### config.mk
export PLATFORM = sky130hd
export DESIGN_NAME = muldiv_sequencer
export DESIGN_NICKNAME = d
export VERILOG_FILES = /design/src/rtl/muldiv_sequencer.sv
export SDC_FILE = /design/constraint.sdc
export NUM_CORES = 1
export LEC_CHECK = 0
export CORE_UTILIZATION = 50
export DETAILED_ROUTE_END_ITERATION = 6
export PLACE_DENSITY = 0.84
export SETUP_SLACK_MARGIN = 0.5
export SLEW_MARGIN = 20
export SYNTH_ARGS = -nofsm -noshare
export SYNTH_HDL_FRONTEND = slang
export SYNTH_SLANG_ARGS = --single-unit
### constraint.sdc
create_clock -name clock -period 5.3 [get_ports clock]
set_input_delay 0.795 -clock clock [delete_from_list [all_inputs] [get_ports clock]]
set_output_delay 0.795 -clock clock [all_outputs]
set_load 0.01 [all_outputs]
### src/rtl/muldiv_sequencer.sv
// ============================================================================
//  Module   : muldiv_sequencer
//  Purpose  : Iterative multiply/divide unit with architectural HI/LO registers.
//             Shift-add multiply, restoring divide, BITS_PER_CYCLE bits/step.
//  Revision : 1.0  initial release
// ============================================================================
`default_nettype none

module muldiv_sequencer #(
  parameter int WIDTH          = 32,
  parameter int BITS_PER_CYCLE = 1
) (
  input  logic             clock,
  input  logic             reset,
  input  logic             start,
  input  logic [1:0]       op,
  input  logic [WIDTH-1:0] operandA,
  input  logic [WIDTH-1:0] operandB,
  input  logic             readHiLo,
  input  logic             writeHi,
  input  logic             writeLo,
  input  logic [WIDTH-1:0] writeData,
  input  logic             flush,
  output logic             busy,
  output logic             done,
  output logic             stallRequest,
  output logic [WIDTH-1:0] hi,
  output logic [WIDTH-1:0] lo
);

  localparam int STEPS = WIDTH / BITS_PER_CYCLE;
  localparam int CNT_W = $clog2(STEPS + 1);
  localparam int BPC   = BITS_PER_CYCLE;

  typedef enum logic [0:0] {
    IDLE = 1'b0,
    RUN  = 1'b1
  } state_t;

  state_t           state;
  logic [CNT_W-1:0] count;
  logic [WIDTH-1:0] acc_hi;     // partial product high half / partial remainder
  logic [WIDTH-1:0] acc_lo;     // multiplier shifting out / quotient shifting in
  logic [WIDTH-1:0] mag_b;      // multiplicand or divisor magnitude
  logic             is_div;
  logic             neg_q;      // product / quotient sign
  logic             neg_r;      // remainder sign
  logic             div_zero;   // divisor was zero: quotient must stay all ones

  // Operand magnitude capture at start
  logic             signed_op;
  logic             sign_a;
  logic             sign_b;
  logic [WIDTH-1:0] mag_a_in;
  logic [WIDTH-1:0] mag_b_in;

  // One iteration step of the shared datapath
  logic [WIDTH-1:0]     step_hi;
  logic [WIDTH-1:0]     step_lo;
  logic [WIDTH+BPC-1:0] mul_sum;
  logic [WIDTH:0]       div_ext;

  // Sign fix-up applied to the final step's output
  logic [2*WIDTH-1:0] fix_prod;
  logic [WIDTH-1:0]   fix_q;
  logic [WIDTH-1:0]   fix_r;
  logic [WIDTH-1:0]   res_hi;
  logic [WIDTH-1:0]   res_lo;

  // Stall the execution stage on any unit/HI/LO access while an operation runs
  assign stallRequest = busy && (start || readHiLo || writeHi || writeLo);

  // Signed ops work on magnitudes; unsigned ops take operands as-is
  always_comb begin
    signed_op = ~op[0];
    sign_a    = signed_op && operandA[WIDTH-1];
    sign_b    = signed_op && operandB[WIDTH-1];
    mag_a_in  = sign_a ? ('0 - operandA) : operandA;
    mag_b_in  = sign_b ? ('0 - operandB) : operandB;
  end

  // Combinational step: BPC restoring-divide iterations or one BPC-bit shift-add
  always_comb begin
    step_hi = acc_hi;
    step_lo = acc_lo;
    mul_sum = '0;
    div_ext = '0;
    if (is_div) begin
      for (int k = 0; k < BPC; k++) begin
        div_ext = {step_hi, step_lo[WIDTH-1]};
        step_lo = {step_lo[WIDTH-2:0], 1'b0};
        if (div_ext >= {1'b0, mag_b}) begin
          div_ext    = div_ext - {1'b0, mag_b};
          step_lo[0] = 1'b1;
        end
        step_hi = div_ext[WIDTH-1:0];
      end
    end else begin
      mul_sum = {{BPC{1'b0}}, acc_hi};
      for (int k = 0; k < BPC; k++) begin
        if (acc_lo[k]) begin
          mul_sum = mul_sum + ({{BPC{1'b0}}, mag_b} << k);
        end
      end
      step_hi = mul_sum[WIDTH+BPC-1:BPC];
      step_lo = {mul_sum[BPC-1:0], acc_lo[WIDTH-1:BPC]};
    end
  end

  // Final-step sign correction; a zero divisor leaves the quotient as all ones
  // and the negated |A| remainder reproduces operandA exactly
  always_comb begin
    fix_prod = neg_q ? ('0 - {step_hi, step_lo}) : {step_hi, step_lo};
    fix_q    = (neg_q && !div_zero) ? ('0 - step_lo) : step_lo;
    fix_r    = neg_r ? ('0 - step_hi) : step_hi;
    res_hi   = is_div ? fix_r : fix_prod[2*WIDTH-1:WIDTH];
    res_lo   = is_div ? fix_q : fix_prod[WIDTH-1:0];
  end

  // Sequencer FSM, iteration registers and HI/LO register file
  always_ff @(posedge clock) begin
    if (reset) begin
      state    <= IDLE;
      busy     <= 1'b0;
      done     <= 1'b0;
      count    <= '0;
      acc_hi   <= '0;
      acc_lo   <= '0;
      mag_b    <= '0;
      is_div   <= 1'b0;
      neg_q    <= 1'b0;
      neg_r    <= 1'b0;
      div_zero <= 1'b0;
      hi       <= '0;
      lo       <= '0;
    end else begin
      done <= 1'b0;
      case (state)
        IDLE: begin
          if (writeHi) hi <= writeData;
          if (writeLo) lo <= writeData;
          if (start && !flush) begin
            state    <= RUN;
            busy     <= 1'b1;
            count    <= CNT_W'(STEPS);
            acc_hi   <= '0;
            acc_lo   <= mag_a_in;
            mag_b    <= mag_b_in;
            is_div   <= op[1];
            neg_q    <= sign_a ^ sign_b;
            neg_r    <= sign_a;
            div_zero <= (operandB == '0);
          end
        end
        RUN: begin
          if (flush) begin
            state <= IDLE;
            busy  <= 1'b0;
          end else begin
            acc_hi <= step_hi;
            acc_lo <= step_lo;
            count  <= count - CNT_W'(1);
            if (count == CNT_W'(1)) begin
              hi    <= res_hi;
              lo    <= res_lo;
              done  <= 1'b1;
              state <= IDLE;
              busy  <= 1'b0;
            end
          end
        end
        default: begin
          state <= IDLE;
          busy  <= 1'b0;
        end
      endcase
    end
  end

endmodule

`default_nettype wire
==> summary.md <==
| Metric | Value |
|---|---|
| Post-synth cell types | 102 |
| Chip Width | 179 um |
| Most used DFF post-synth | dfxtp_1 |
| Num Clock Sinks | 173 |
| Detailed placer's ending HPWL | 50.3 mm |
| Leak | 0.00705 uW |
| Slew headroom | 0.300 |
| CP endpoint kind | flop |
| Syn Nets | 2358 |
| Adder-Cell Fraction of Synth Area | 0.0583 |
| Clock Tree Root | clkbuf_16 |
| Startpoint Class | flop |
| Std-Cell Rows | 64 |
| Syn Inst Count | 2181 |
| Worst EP required | 5640 ps |
| Antenna-violating nets left | 0 |
| Highest clock rate | 214 MHz |
| Deepest clock path buffer count | 2 |
| HP Class | reg2reg |
| Final GP Congestion | 1.02 |
| EDFF count, synth | 0 |
| DR vias/cell | 6.70 |
| Starting Density | 0.511 |
| Worst path most repeated cell | buf_4 |
| Area Overhead vs Synth | 21.0% |
| Fin cells | 2745 |
| Synth Area in Compound Gates | 0.312 |
| Yosys reg bits | 173 |
| Syn avg cell area | 7.20 sq um |
| Hold slack | 463 ps |
| Max_cap viols | 0 |
| Share of layout cells above drive strength 1 | 0.102 |
| Slowest cell on crit path | o311ai_0 |
| Crit path DAT | 5020 ps |
| Input/output buffers | 171 |
| Least-Margin Pin Slew | 1050 ps |
| Hold path cells | 2 |
| Iter 0 DRT Violations | 2267 |
| Final slew viol count | 0 |
| Congestion Overflow GR | 0 |
| RSZ-0062 raised after global routing | true |
| Final setup viols | 0 |
| Status | complete, but fails checks |
| Peak supply drop | 247 uV |
| Routed WL | 65.7 mm |
| Mux cell area share after synthesis | 0.0279 |
| Vias | 18400 |
| H-tree Lvls | 4 |
| Core region area | 30700 sq um |
| Most frequent cells in the layout | nor2_1, nand2_1, a21oi_1, clkdlybuf4s50_1, dfxtp_1 |
| Crit path kind | reg2reg |
| Post-synthesis simple-gate area fraction | 0.254 |
| Commonest non-fill, non-tap cell in the layout | nor2_1 |
| Synthesized area | 15700 sq um |
| Synth warn | 0 |
| Fin nets | 2512 |
| Antenna violations before repair | 1 |
| Chip height | 179 um |
| P per Cell Area | 237 nW/um^2 |
| Sequential area share after synthesis | 0.221 |
| Post-synthesis xor/xnor area fraction | 0.0770 |
| I/O pin cnt | 172 |
| Final critical-path share of the clock period | 0.883 |
| Residual DRC count | 16 |
| Area leader, netlist | dfxtp_1 |
| Worst Clk Skew | 15.0 ps |
| First-pass GRT wire length | 97.8 mm |
| Tot Pwr | 4490 uW |
| Setup TNS | 0 ps |
| Ys async rst share | 0 |
| Cell Chain, Critical Path | inv_1, ha_1, nand4_1, nor4_4, nand3_1, o211ai_1, buf_4, nor2_4, buf_4, buf_4, o311ai_0, o221ai_4, o2111ai_4, nor4_4, a41oi_1, xnor2_1, a221oi_1 |
| Full die area | 32100 sq um |
| DR pass1 iterations | 7 |
| CTS Hold Bufs | 0 |
| CTS tree | built |
| Layout fillers | 2834 |
| Crit path max fanout | 13 |
| Dpl cells | 2698 |
| Largest family of logic cells by synthesized area | compound AO/OA/AOI/OAI gates |
| Failing checks | DRC |
| Final min period | 4680 ps |
| Total GRT Usage | 0.402 |
| Top-area cell type share of the netlist area | 0.221 |
| Vias in the first global route | 16500 |
| Clk slew on worst S/H paths | 80 ps |
| Largest net degree at the start of global routing | 88 |
| Worst-skew pair later-pin latency | 460 ps |
| Slowest stage delay, CP | 720 ps |
| Top cells by area, synth | dfxtp_1, a21oi_1, nor2_1 |
| Final Hold Viols | 0 |
| CTS Buf Count | 17 |
| Per-cell routed wire length | 23.9 um |
| R2R depth | 17 |
-- sequential cells by signal, summed over array words and instances, names as in the netlist --
register	count
state	1
div_zero	1
neg_q	1
busy	1
acc_hi	32
neg_r	1
hi	32
mag_b	32
done	1
acc_lo	32
is_div	1
count	6
lo	32
-- critical path: cells and delay by family (launching register included) --
family	cells	cell delay (ps)
compound gates	6	1980
xor+xnor	1	130
fa+ha+maj	1	420
buf+inv	4	570
flops	1	360
simple gates	5	1080
-- final timing paths --
| kind | startpoint | end | slack [ps] |
|---|---|---|---|
| setup / recovery | mag_b[13] | hi[31] | 620 |
| hold / removal | lo[22] | lo[22] | 460 |
| setup reg to reg | mag_b[13] | hi[31] | 620 |
| hold reg to reg | lo[22] | lo[22] | 460 |
-- metal layers --
metal | up-vias | wire, um | track usage
met2 | 1121 | 28600 | 0.613
met1 | 8687 | 27700 | 0.559
met4 | 0 | 2350 | 0.133
met3 | 185 | 7070 | 0.0829
met5 | - | 0 | 0
li1 | 8402 | - | -
-- metrics by stage --
step,cell area (sq um),setup WS [ps],util
final,19000,621,0.618
after global routing,19000,476,0.618
after CTS,18700,548,0.608
after detailed placement,18100,298,0.587
after global placement,18100,493,0.587
after floorplan,15700,532,-
-- synth_stat cells, types with 16 or more instances --
library cell  instances
ha_1                 70
buf_2                16
nand3_1              70
a311oi_1             20
a31oi_1              35
nor2_1              271
or3_1                31
and2_1               20
mux2i_1              37
clkbuf_1            100
o21ai_0             118
dfxtp_1             173
a21oi_1             208
nand4_1              24
nor2b_1              17
o21a_1               22
xor2_1               54
a21o_1               20
inv_1                61
a211oi_1             75
and3_1               18
o211ai_1             44
o31ai_1              27
nor4_1               25
xnor2_1              84
nand2_1             246
a221oi_1             24
nor3_1               40
-- kinds of logic after synthesis --
logic type | Yosys count
AOI/OAI and AO/OA | 722
xor gates and xnor gates | 138
adders and majority gates | 72
buffers and inverters | 198
DFF | 173
muxes | 43
and+or+nand+nor | 835
-- timing repair --
item                                    4_1_cts  5_1_grt
gates resized for setup                       3       43
endpoints found under the setup margin       17       32
setup buffers                                 3       10
pin swaps                                     2       10
hold endpoints to repair                      0        0
-- power by group --
part / internal [uW] / switching (uW)
Combinational: 655 / 1020
Clock: 677 / 675
Sequential: 1380 / 87.6
-- cell type report --
type | instances | area [sq um] | area share
well taps | 396 | 495 | 0.0261
clock inverters | 15 | 173 | 0.00909
multi-input cells | 1810 | 11700 | 0.616
flip-flops and latches | 173 | 3470 | 0.183
repair buffers | 270 | 2490 | 0.131
diodes | 1 | 2.50 | 0.000132
inverters | 63 | 236 | 0.0124
clock buffers | 17 | 425 | 0.0224
Power figures use the tool's default switching activity.
==> RTL change: new RTL, same settings <==
Set the parameter `WIDTH` to 16 (it was 32).
--- a/src/rtl/muldiv_sequencer.sv
+++ b/src/rtl/muldiv_sequencer.sv
@@ -7,7 +7,7 @@
 `default_nettype none
 
 module muldiv_sequencer #(
-  parameter int WIDTH          = 32,
+  parameter int WIDTH          = 16,
   parameter int BITS_PER_CYCLE = 1
 ) (
   input  logic             clock,
Ports: changed (5 resized); port bits go from 172 to 92. The function was not compared with the original's and may differ.
==> RTL change against the original RTL <==
  * Sequential power decreased by 47%
  * Utilization decreased by 1.0 points
  * Critical path type unchanged
  * Cell area decreased by 51%
  * First-iteration DRC count decreased by 52%
  * Total power decreased by 52%
  * Area after synthesis decreased by 49%
  * Clock power decreased by 46%
  * Routed wire length decreased by 61%
  * Clock skew increased by 0.86 ps
  * Setup slack improved by 100 ps
  * Hold slack got worse by 12 ps
  * Via count decreased by 53%
  * Sequential cell count decreased by 81
==> RTL change: results (changes against the original RTL) <==
Place
  – HPWL reported at the end of detailed placement: 18.6 mm (was 50.3 mm)
  – Pre-CTS worst setup slack: 900 ps (was 298 ps)
  – Number of input and output port buffers inserted: 91 (was 171)
  – Final weighted congestion of routability-driven global placement: 0.951 (was 1.02)

Global routing
  – Wire length of the first global-routing pass: 40.7 mm (was 97.8 mm)
  – Met3 capacity usage during global routing: 7.43% (was 8.29%)
  – Global-route track usage on met1: 42.7% (was 55.9%)
  – Pin count of the biggest net entering global routing: 73 (was 88)
  – Met2 capacity usage during global routing: 48.3% (was 61.3%)
  – Total global routing track utilization: 31.4% (was 40.2%)

Power and ir drop
  – Power per cell area: 234 nW/µm² (was 237 nW/µm²)
  – Combinational share of power: 30.9% (was 37.3%)
  – Leakage power: 3.46 nW (was 7.05 nW)
  – Peak ir drop on the vdd network: 0.175 mV (was 0.247 mV)
  – Switching power share of the total: 34.1% (was 39.7%)

Route
  – Met3 wirelength from detailed routing: 2.56 mm (was 7.07 mm)
  – DR vias: 8645 (was 18395)
  – Uppermost layer routed: met5 (was met4)

Setup path
  – Slowest stage delay, CP: 450 ps (was 720 ps)
  – Arrival time reported for the critical path endpoint: 4850 ps (was 5020 ps)

Run status
  – Outcome: complete, no violations (was complete, but fails checks)

Logic synthesis
  – Mapped Nets: 1189 (was 2358)
  – Dominant cells by area after synthesis: sky130_fd_sc_hd__dfxtp_1 23%, sky130_fd_sc_hd__nor2_1 7.0%, sky130_fd_sc_hd__ha_1 6.0% (was sky130_fd_sc_hd__dfxtp_1 22%, sky130_fd_sc_hd__a21oi_1 6.6%, sky130_fd_sc_hd__nor2_1 6.5%)
  – Post-synthesis sequential area ratio: 23.2% (was 22.1%)

STA
  – Slew at the pin with the worst max-slew slack: 1080 ps (was 1050 ps)
  – Final worst-path cycle share: 86.4% (was 88.3%)
  – Skew final: 15.8 ps (was 15.0 ps)

Clock tree
  – CTS resizes: 0 (was 3)
==> RTL change: cell count changes in the layout (fill, tap and decap cells not counted), moves of 19 or more <==
cell                              before  now
sky130_fd_sc_hd__a211oi_1             74   39
sky130_fd_sc_hd__a21oi_1             202   88
sky130_fd_sc_hd__a31oi_1              34   15
sky130_fd_sc_hd__buf_4                97   16
sky130_fd_sc_hd__clkdlybuf4s50_1     170   90
sky130_fd_sc_hd__dfxtp_1             168   90
sky130_fd_sc_hd__ha_1                 63   38
sky130_fd_sc_hd__mux2i_1              37   11
sky130_fd_sc_hd__nand2_1             245  111
sky130_fd_sc_hd__nand3_1              68   15
sky130_fd_sc_hd__nor2_1              265  147
sky130_fd_sc_hd__o21ai_0             117   53
sky130_fd_sc_hd__xnor2_1              84   26
sky130_fd_sc_hd__xor2_1               54   34
==> RTL change: area by class of cell <==
type                       instances  share of cell area (%)
tap                              211                    2.84
inverter                          43                    1.73
clock buffer                       9                    2.42
sequential                        92                    19.8
clock inverter                     7                    1.10
multi-input combinational        891                    61.1
timing repair buffer             107                    11.0
==> RTL change: worst min path at each step <==
stage	endpoint	from
6_report	lo[14]	lo[14]
4_1_cts	lo[14]	lo[14]
5_1_grt	lo[10]	lo[10]
2_1_floorplan	mag_b[15]	mag_b[15]
3_3_place_gp	lo[8]	lo[8]
3_5_place_dp	lo[14]	lo[14]
==> RTL change: worst register-to-register path, cell delays in order, from the launching register on <==
cell and delay [ps]:
sky130_fd_sc_hd__dfxtp_1 450, sky130_fd_sc_hd__ha_1 380, sky130_fd_sc_hd__a21o_1 240, sky130_fd_sc_hd__a31o_4 240
sky130_fd_sc_hd__o31a_4 380, sky130_fd_sc_hd__nor3_2 210, sky130_fd_sc_hd__a21oi_1 150, sky130_fd_sc_hd__inv_1 170
sky130_fd_sc_hd__ha_1 190, sky130_fd_sc_hd__o211ai_1 180, sky130_fd_sc_hd__nor2_1 210, sky130_fd_sc_hd__nand2_1 110
sky130_fd_sc_hd__nand2_1 190, sky130_fd_sc_hd__a31o_2 200, sky130_fd_sc_hd__or3b_1 350, sky130_fd_sc_hd__o41ai_1 420
sky130_fd_sc_hd__xnor2_1 140, sky130_fd_sc_hd__a221oi_1 290
==> RTL change: kinds of logic (layout without fill, tap and decap cells) <==
family,Yosys count,in the layout,share of synthesized area (%)
AOI/OAI and AO/OA,358,358,31.1
and+or+nand+nor,417,417,25.1
xor gates and xnor gates,60,60,6.63
DFF,92,92,23.2
muxes,16,16,2.10
adders and majority gates,40,40,6.50
buffers and inverters,109,166,5.36
==> RTL change: stage by stage <==
step | utilization [%] | cells
floorplan | - | 1092
global placement | 58.6 | 1344
detailed placement | 58.6 | 1344
CTS | 60.7 | 1360
global route | 60.8 | 1360
finish | 60.8 | 1360
